$ cat config.mk
export PLATFORM = sky130hd
export DESIGN_NAME = crash_fuel_sequencer
export DESIGN_NICKNAME = d
export VERILOG_FILES = /design/src/rtl/crash_fuel_sequencer.sv
export SDC_FILE = /design/constraint.sdc
export NUM_CORES = 1
export LEC_CHECK = 0
export ABC_AREA = 1
export BUFFER_PORTS_ARGS = -buffer_cell sky130_fd_sc_hd__buf_2
export CAP_MARGIN = 20
export CORE_MARGIN = 2
export CORE_UTILIZATION = 55
export CTS_CLUSTER_DIAMETER = 50
export DETAILED_ROUTE_END_ITERATION = 8
export PLACE_DENSITY_LB_ADDON = 0.3
export SKIP_CTS_REPAIR_TIMING = 1
export SYNTH_ARGS = -nofsm -noshare
export SYNTH_HDL_FRONTEND = slang
export SYNTH_SLANG_ARGS = --single-unit
$ cat constraint.sdc
create_clock -name clk -period 3.9 [get_ports clk]
set_input_delay 0.195 -clock clk [delete_from_list [all_inputs] [get_ports clk]]
set_output_delay 0.195 -clock clk [all_outputs]
set_load 0.03 [all_outputs]
$ cat src/rtl/crash_fuel_sequencer.sv
// Player crash/respawn sequencer and fuel tank, advanced once per video frame.
// Consumes per-frame collision flags and drives steering, blink, HUD fuel and game-over.
module crash_fuel_sequencer #(
  parameter int CRASH_FRAMES      = 60,
  parameter int GRACE_FRAMES      = 90,
  parameter int BLINK_PERIOD      = 8,
  parameter int FUEL_MAX          = 100,
  parameter int FUEL_BONUS        = 20,
  parameter int FUEL_DECAY_FRAMES = 30,
  parameter int FUEL_W            = 7
) (
  input  logic              clk,
  input  logic              reset,
  input  logic              frame_start,
  input  logic [1:0]        collisions,
  input  logic              game_start,
  output logic              player_enable,
  output logic              player_visible,
  output logic              crash_pulse,
  output logic [FUEL_W-1:0] fuel_level,
  output logic              game_over,
  output logic [7:0]        crash_count
);

  localparam int FRAME_MAX = (CRASH_FRAMES > GRACE_FRAMES) ? CRASH_FRAMES : GRACE_FRAMES;
  localparam int BLINK_BIT = $clog2(BLINK_PERIOD);
  localparam int FRAME_W   = ($clog2(FRAME_MAX + 1) > BLINK_BIT + 1) ? $clog2(FRAME_MAX + 1) : BLINK_BIT + 1;
  localparam int DECAY_W   = $clog2(FUEL_DECAY_FRAMES + 1);
  localparam int SUM_W     = FUEL_W + 1;

  localparam logic [FRAME_W-1:0] CRASH_LAST = FRAME_W'(CRASH_FRAMES - 1);
  localparam logic [FRAME_W-1:0] GRACE_LAST = FRAME_W'(GRACE_FRAMES - 1);
  localparam logic [FRAME_W-1:0] FRAME_ONE  = FRAME_W'(1);
  localparam logic [DECAY_W-1:0] DECAY_LAST = DECAY_W'(FUEL_DECAY_FRAMES - 1);
  localparam logic [DECAY_W-1:0] DECAY_ONE  = DECAY_W'(1);
  localparam logic [SUM_W-1:0]   SUM_MAX    = SUM_W'(FUEL_MAX);
  localparam logic [SUM_W-1:0]   SUM_BONUS  = SUM_W'(FUEL_BONUS);
  localparam logic [SUM_W-1:0]   SUM_ONE    = SUM_W'(1);
  localparam logic [FUEL_W-1:0]  FUEL_FULL  = FUEL_W'(FUEL_MAX);

  typedef enum logic [2:0] {
    ST_READY,
    ST_DRIVE,
    ST_CRASH,
    ST_GRACE,
    ST_GAME_OVER
  } state_t;

  state_t              state, state_nxt;
  logic [FRAME_W-1:0]  frame_cnt, frame_cnt_nxt;
  logic [DECAY_W-1:0]  decay_cnt, decay_cnt_nxt;
  logic [FUEL_W-1:0]   fuel_nxt;
  logic [7:0]          crash_count_nxt;
  logic [1:0]          prev_col, prev_col_nxt;
  logic [1:0]          rise;
  logic                pulse_nxt;
  logic                active;
  logic                burn;
  logic                pickup;
  logic [SUM_W-1:0]    fuel_burned;
  logic [SUM_W-1:0]    fuel_sum;

  // Next-state logic: a restart from an idle state takes precedence over any frame work.
  always_comb begin
    state_nxt       = state;
    frame_cnt_nxt   = frame_cnt;
    decay_cnt_nxt   = decay_cnt;
    fuel_nxt        = fuel_level;
    crash_count_nxt = crash_count;
    prev_col_nxt    = prev_col;
    pulse_nxt       = 1'b0;
    rise            = collisions & ~prev_col;
    active          = (state == ST_DRIVE) || (state == ST_CRASH) || (state == ST_GRACE);
    burn            = 1'b0;
    pickup          = 1'b0;
    fuel_burned     = {1'b0, fuel_level};
    fuel_sum        = {1'b0, fuel_level};

    if (((state == ST_READY) || (state == ST_GAME_OVER)) && game_start) begin
      state_nxt       = ST_DRIVE;
      frame_cnt_nxt   = '0;
      decay_cnt_nxt   = '0;
      fuel_nxt        = FUEL_FULL;
      crash_count_nxt = '0;
      prev_col_nxt    = '0;
    end else if (frame_start) begin
      prev_col_nxt = collisions;
      if (active) begin
        burn          = (decay_cnt == DECAY_LAST);
        decay_cnt_nxt = burn ? '0 : decay_cnt + DECAY_ONE;
        if (burn && (fuel_level != '0)) begin
          fuel_burned = {1'b0, fuel_level} - SUM_ONE;
        end
        pickup   = rise[1] && (state != ST_CRASH);
        fuel_sum = pickup ? fuel_burned + SUM_BONUS : fuel_burned;
        if (fuel_sum > SUM_MAX) begin
          fuel_sum = SUM_MAX;
        end
        fuel_nxt = fuel_sum[FUEL_W-1:0];

        // An empty tank ends the game and suppresses any crash in the same frame.
        if (fuel_sum == '0) begin
          state_nxt = ST_GAME_OVER;
        end else begin
          case (state)
            ST_DRIVE: begin
              if (rise[0]) begin
                state_nxt     = ST_CRASH;
                frame_cnt_nxt = '0;
                pulse_nxt     = 1'b1;
                if (crash_count != 8'hFF) begin
                  crash_count_nxt = crash_count + 8'd1;
                end
              end
            end
            ST_CRASH: begin
              if (frame_cnt == CRASH_LAST) begin
                state_nxt     = ST_GRACE;
                frame_cnt_nxt = '0;
              end else begin
                frame_cnt_nxt = frame_cnt + FRAME_ONE;
              end
            end
            ST_GRACE: begin
              if (frame_cnt == GRACE_LAST) begin
                state_nxt     = ST_DRIVE;
                frame_cnt_nxt = '0;
              end else begin
                frame_cnt_nxt = frame_cnt + FRAME_ONE;
              end
            end
            default: begin
              state_nxt = state;
            end
          endcase
        end
      end
    end
  end

  // State, counters and registered outputs; outputs are decoded from the next state.
  always_ff @(posedge clk or posedge reset) begin
    if (reset) begin
      state          <= ST_READY;
      frame_cnt      <= '0;
      decay_cnt      <= '0;
      fuel_level     <= FUEL_FULL;
      crash_count    <= '0;
      prev_col       <= '0;
      player_enable  <= 1'b0;
      player_visible <= 1'b1;
      crash_pulse    <= 1'b0;
      game_over      <= 1'b0;
    end else begin
      state          <= state_nxt;
      frame_cnt      <= frame_cnt_nxt;
      decay_cnt      <= decay_cnt_nxt;
      fuel_level     <= fuel_nxt;
      crash_count    <= crash_count_nxt;
      prev_col       <= prev_col_nxt;
      player_enable  <= (state_nxt == ST_DRIVE) || (state_nxt == ST_GRACE);
      player_visible <= ((state_nxt == ST_CRASH) || (state_nxt == ST_GRACE)) ?
                        ~frame_cnt_nxt[BLINK_BIT] : 1'b1;
      crash_pulse    <= pulse_nxt;
      game_over      <= (state_nxt == ST_GAME_OVER);
    end
  end

endmodule

Yosys cells after proc, flatten, opt, wreduce, memory -nomap -nowiden --
Index checks and enable logic that the tools add are counted.
Storage, ports and cells: register bits after elaboration 36, input port bits 6
Operators by class: add/subtract/negate cells 5, $lt $le $gt $ge 1, equal/unequal tests 15, multiplexer cells 48, bitwise gates (word level) 3, reductions and logical operators 20
Operators with widths (count):
- $mux W8 | 16
- $mux W7 | 10
- $mux W3 | 7
- $pmux W7 S3 | 1
- $mux W5 | 4
- $eq A3 B2 Y1 const B | 4
- $reduce_bool A2 Y1 | 5
- $pmux W3 S3 | 1
- $add A8 B1 Y8 const B | 1
- $add A8 B5 Y8 const B | 1
- $gt A8 B7 Y1 const B | 1
- $logic_not A8 Y1 | 1
- $ne A8 B8 Y1 const B | 1
- $sub A7 B1 Y8 const B | 1
- $add A7 B1 Y7 const B | 1
- $eq A7 B6 Y1 const B | 1
- $eq A7 B7 Y1 const B | 1
- $mux W1 | 7
- $reduce_bool A7 Y1 | 1
- $eq A3 B1 Y1 const B | 2
- $eq A3 B3 Y1 const B | 2
- $ne A3 B2 Y1 const B | 2
- $reduce_and A6 Y1 | 1
- $add A5 B1 Y5 const B | 1
- 12 further kinds | 19

Longest topological paths before layout --
word-level depth 21, depth in mapped cells 27, depth with buffers taken out 27

Worst setup path after synthesis --
Ideal clock, no wire load.
path kind register to register, start register fuel_level[0], end register crash_count[5], library setup time 0.120 ns, data arrival time 2.911 ns, required time 3.780 ns, slack 0.869 ns, cell stages (with the launch flop) 26, period minus slack after synthesis 3.031 ns, cells stage by stage dfrtp_1 clkinv_1 ha_1 inv_1 nor2_1 nand3_2 nand2_4 inv_6 nand2_2 nand2_1 inv_1 ha_1 inv_1 nand4_1 nand3_1 nand2_1 inv_1 nand3_1 nand2_1 nor2_2 nor2_4 nand4_4 nand3_4 nand2_4 nand2_1 o21ai_2
On the way: word-level cells in the longest chain between the ends 16, elaborated cells between the ends (all ways) 17, classes of those cells add/sub (2); order compare (1); eq/ne (1); mux (9); reduce/logical (4)
RTL lines:
- start, declared | RTL line 20 | output logic [FUEL_W-1:0] fuel_level,
- start signal, assigned | RTL line 158 | fuel_level <= fuel_nxt;
- branches (longest 2 deep; another with $sub A7 B1 Y8)
- $mux W8 * | RTL line 91 | if (burn && (fuel_level != '0)) begin
- $mux W8 * | RTL line 88 | if (active) begin
- $mux W8 * | RTL line 86 | end else if (frame_start) begin
- $mux W8 * | RTL line 79 | if (((state == ST_READY) || (state == ST_GAME_OVER)) && game_start) begin
- $add A8 B5 Y8 | RTL line 95 | fuel_sum = pickup ? fuel_burned + SUM_BONUS : fuel_burned;
- $mux W8 * | RTL line 95
- $gt A8 B7 Y1 | RTL line 96 | if (fuel_sum > SUM_MAX) begin
- $mux W8 * | RTL line 96
- $mux W8 * | RTL line 88
- $mux W8 * | RTL line 86
- $mux W8 * | RTL line 79
- $logic_not A8 Y1 * | RTL line 102 | if (fuel_sum == '0) begin
- $ne A2 B2 Y1 (no line) *
- $reduce_and A6 Y1 (no line) *
- end signal, assigned | RTL line 159 | crash_count <= crash_count_nxt;
- end, declared | RTL line 22 | output logic [7:0] crash_count
Mark *: on every way between the ends. The select of a mux whose other input is x is not followed. A chain may end at the register's enable or synchronous reset.

Worst setup path in the final report --
Same ends and word-level chain as after synthesis.

==> results.md <==
- The run finished, with violations left.
- The final reports fail on negative hold slack.
- Across the VDD grid, the largest voltage drop is 0.418 mV.
- The number of hold violations in the final report came to 12.
- The routability congestion estimate from global placement is 0.920.
- Summed over all layers, the global routing overflow is 0.
- Setup repair after global routing left no endpoint under its margin.
- After filler insertion, the fill cell instance count of the layout stands at 389.
- The kind of end point of the critical path is a register.
- The switching power of the nets is 0.877 mW.
- The final cycle utilization of the critical path is 79.7%.
- Across all hold checks on the routed design, the worst slack comes to -0.00597 ns.
- The tightest min-delay check is of the in2async type.
- The number of global-route vias before repair is 2126.
- The power per cell area is 646 nW/um2.
- The part of the total power dissipated in combinational logic is 49.4%.
- Setup violations remaining at the end of the flow were counted as 0.
- Data on the critical path arrives at its endpoint at 3.28 ns.
- The number of violations reported at the end of detailed-routing iteration 0 is 109.
- In this run, synthesis inferred 0 flip-flops with an integrated enable.
- The share of total power dissipated in sequential elements is 32.6%.
- CTS saw 36 sinks.
- The clock arrives with 0.0131 ns of skew.
- The die covers 5110 um2.
- The share of the synthesized area in the top cell type is 32.0%.
- The kind of launch point of the worst setup path is a register.
- In this run the deepest clock path goes through 2 buffers.
- The number of optimization iterations in the first detailed-route pass is 4.
- The first global-routing pass estimated 9.74 mm of wire.
- In this run, distinct cell masters in the synthesized netlist total 35.
- The clock period could shrink to 3.11 ns.
- In this run switching power makes up 48.5% of total power.
- The clock transition time at the flip-flop clock pins of the worst setup and hold paths is 0.08 ns.
- The number of remaining DRC errors is 0.
- In this run the count of I/O pins placed on the die edge is 25.
- The gate count of the mapped netlist is 343.
- The number of diodes is 0.
- In this run the static leakage power is 1.47 nW.
- The HPWL after detailed placement is 4.16 mm.
- The internal portion of the total power is 0.930 mW.
- By startpoint and endpoint, the worst setup path is classified as reg2reg.
- The die height is 71.5 um.
- The pin count of the biggest net entering global routing is 37.
- Clock tree synthesis inserted a total of 5 buffers.
- The clock root buffer is clkbuf_8.
- After synthesis, the cell types taking the most area are dfrtp_1 (32%), nand2_1 (13%), inv_1 (7.9%), nand3_1 (6.2%), nor2_1 (4.6%).
- Wires add up to 5.39 mm.
- The tool flagged a number of max-cap violations equal to 0.
- The area added between synthesis and finish is 11.6%.
- The share of synthesized area occupied by flip-flops and latches is 36.2%.
- The average wire per standard cell is 12.7 um.
- The clock tree synthesis step divided the H-tree into 2 levels.
- The clock latency at the later pin of the worst-skew pair is 0.29 ns.
- Headroom to the max-slew limit came out at 49.0%.
- The aggregate negative setup slack is 0 ns.
- The startpoint identified for the worst register-to-register timing path is fuel_level[0].
- The library cell with the highest instance count after synthesis is nand2_1.
- The count of pins over their slew limit is 0.
- The average instance in the mapped netlist occupies 7.30 um2.
- After synthesis, the most frequently instantiated cells are nand2_1 (84), inv_1 (53), dfrtp_1 (32).
- In this run the standard cell core region covers 4380 um2.
- The global-route usage over all layers is 24.4%.
- The number of nets in the layout is 386.
- The initial antenna violation count was 0.
- The clock tree from TritonCTS is built.
- The capturing point of the worst reg2reg path is crash_count[5].
- The starting density of the core is 57.1%.
- At the pin with the least slew margin, the transition time is 0.764 ns.
- Along the worst path, the maximum fanout reaches 9.
- The post-route netlist has 19.0% of its cells at a drive strength greater than 1.
- The net count after synthesis is 357.
- The count of placed standard cells in the final layout, fillers left out is 425.
- Including well taps, the total number of placed cells is 417.
- The number of cells on the worst reg-to-reg path is 25.
- The achievable clock frequency is 322 MHz.
- The count of buffers added on input and output ports is 24.
- The count of nets left with antenna violations once routing finished came out at 0.
- Summed over all instances, the cell type with the most area after synthesis is dfrtp_1.
- Summing every instance area after synthesis gives 2500 um2.
- The required time reported for the critical path endpoint is 4.07 ns.
- The die boundary width is 71.5 um.
- The worst reg-to-reg setup slack is 0.79 ns.
- The fraction of synthesis flops using an asynchronous set or reset pin is 100%.
- The main flop type after synthesis is dfrtp_1.
- The total number of placement rows is 24.
- For this run, the number of Yosys warnings is 0.
- The post-synthesis sequential element count is 36.
- The via count is 2243.
- The clock share of power is 18.0%.
- Dividing the detail-routed via count by the number of cells gives 5.28.
-- worst max-delay path, stage by stage, from the launching register on --
cell      delay [ns]
dfrtp_1         0.36
clkinv_1        0.21
ha_1            0.28
inv_1           0.06
nor2_1          0.04
nand3_2         0.11
nand2_4         0.10
inv_6           0.10
nand2_2         0.05
nand2_1         0.07
inv_1           0.04
ha_1            0.16
inv_1           0.07
nand4_1         0.12
nand3_1         0.10
nand2_1         0.07
inv_1           0.12
nand3_1         0.08
nand2_1         0.09
nor2_2          0.05
nor2_4          0.13
nand4_4         0.16
nand3_4         0.15
nand2_4         0.10
nand2_1         0.11
o21ai_2         0.06
-- cell type report --
| class | instances | area, um2 | area share (%) |
|---|---|---|---|
| clock inverter | 3 | 42.5 | 1.52 |
| sequential | 36 | 906 | 32.4 |
| multi-input combinational | 246 | 1360 | 48.7 |
| inverter | 58 | 223 | 7.97 |
| tap | 52 | 65.1 | 2.33 |
| timing repair buffer | 25 | 128 | 4.57 |
| clock buffer | 5 | 68.8 | 2.46 |
-- cells by family after synthesis --
family / count (synthesis) / share of synthesized area (%)
and+or+nand+nor: 192 / 38.1
buffers and inverters: 61 / 9.44
AOI/OAI and AO/OA: 36 / 8.79
xor gates and xnor gates: 10 / 3.50
DFF: 36 / 36.2
adders and majority gates: 8 / 4.00
-- power groups by stage --
stage	registers, mW	clock network [mW]	logic, mW
floorplan	0.681	0	0.594
global placement	0.588	0	0.872
detailed placement	0.592	0	0.890
CTS	0.587	0.329	0.895
global route	0.606	0.351	1.00
finish	0.589	0.326	0.892
-- cells in the final DEF (no fill, tap or decap), types with 2 or more instances in the layout --
cell type  synthesis  final
nand2_1           84     84
inv_2              2      2
xor2_1            10     10
nor2_2             3      3
nand3_1           31     31
o21ai_1            4      4
inv_1             53     53
nand2_2           10     10
o21ai_0           10     10
nand3_4            2      2
buf_2              2     24
clkbuf_8           0      5
o22ai_1            5      5
a21oi_1            9      9
nand4_1            9      9
nor2_4             3      3
clkinv_1           2      2
dfrtp_1           32     32
dfstp_2            4      4
nor3_1            10     10
nand3_2            2      2
o21ai_2            3      3
ha_1               8      8
nand2_4            3      3
nor2_1            31     31
-- state kept, by name, indices dropped and copies added (netlist names), 2 cells and up --
signal and count:
decay_cnt 5, crash_count 8, frame_cnt 7, prev_col 2, state 3, fuel_level 7
-- per-layer routing --
layer	part of all wire (%)	global-route usage, %	wire length [um]
met4	1.4	7.13	77
met3	4.4	4.78	235
met5	0	0	0
met2	46	38.7	2510
met1	48	34.1	2570
-- how the worst max path moves through the flow --
| stage | start | end | slack, ns | depth (start not counted) |
|---|---|---|---|---|
| final | fuel_level[0] | crash_count[5] | 0.79 | 25 |
| after global routing | fuel_level[0] | crash_count[6] | 0.42 | 25 |
| after CTS | fuel_level[0] | crash_count[5] | 0.81 | 25 |
| after detailed placement | fuel_level[0] | crash_count[2] | 0.84 | 25 |
| after global placement | fuel_level[0] | crash_count[5] | 0.95 | 25 |
| after floorplan | fuel_level[0] | crash_count[5] | 0.87 | 25 |
-- per-stage QoR --
stage          hold WS [ns]  util [%]  power, mW  setup slack [ns]  instance area [um2]
6_report           -0.00597      63.8       1.81             0.791                 2800
5_1_grt              0.0392      63.8       1.96             0.416                 2800
4_1_cts             0.00640      63.8       1.81             0.808                 2800
3_5_place_dp          0.319      61.2       1.48             0.838                 2680
3_3_place_gp          0.320      61.2       1.46             0.947                 2680
2_1_floorplan         0.356         -       1.27             0.869                 2500
Power figures use the tool's default switching activity.
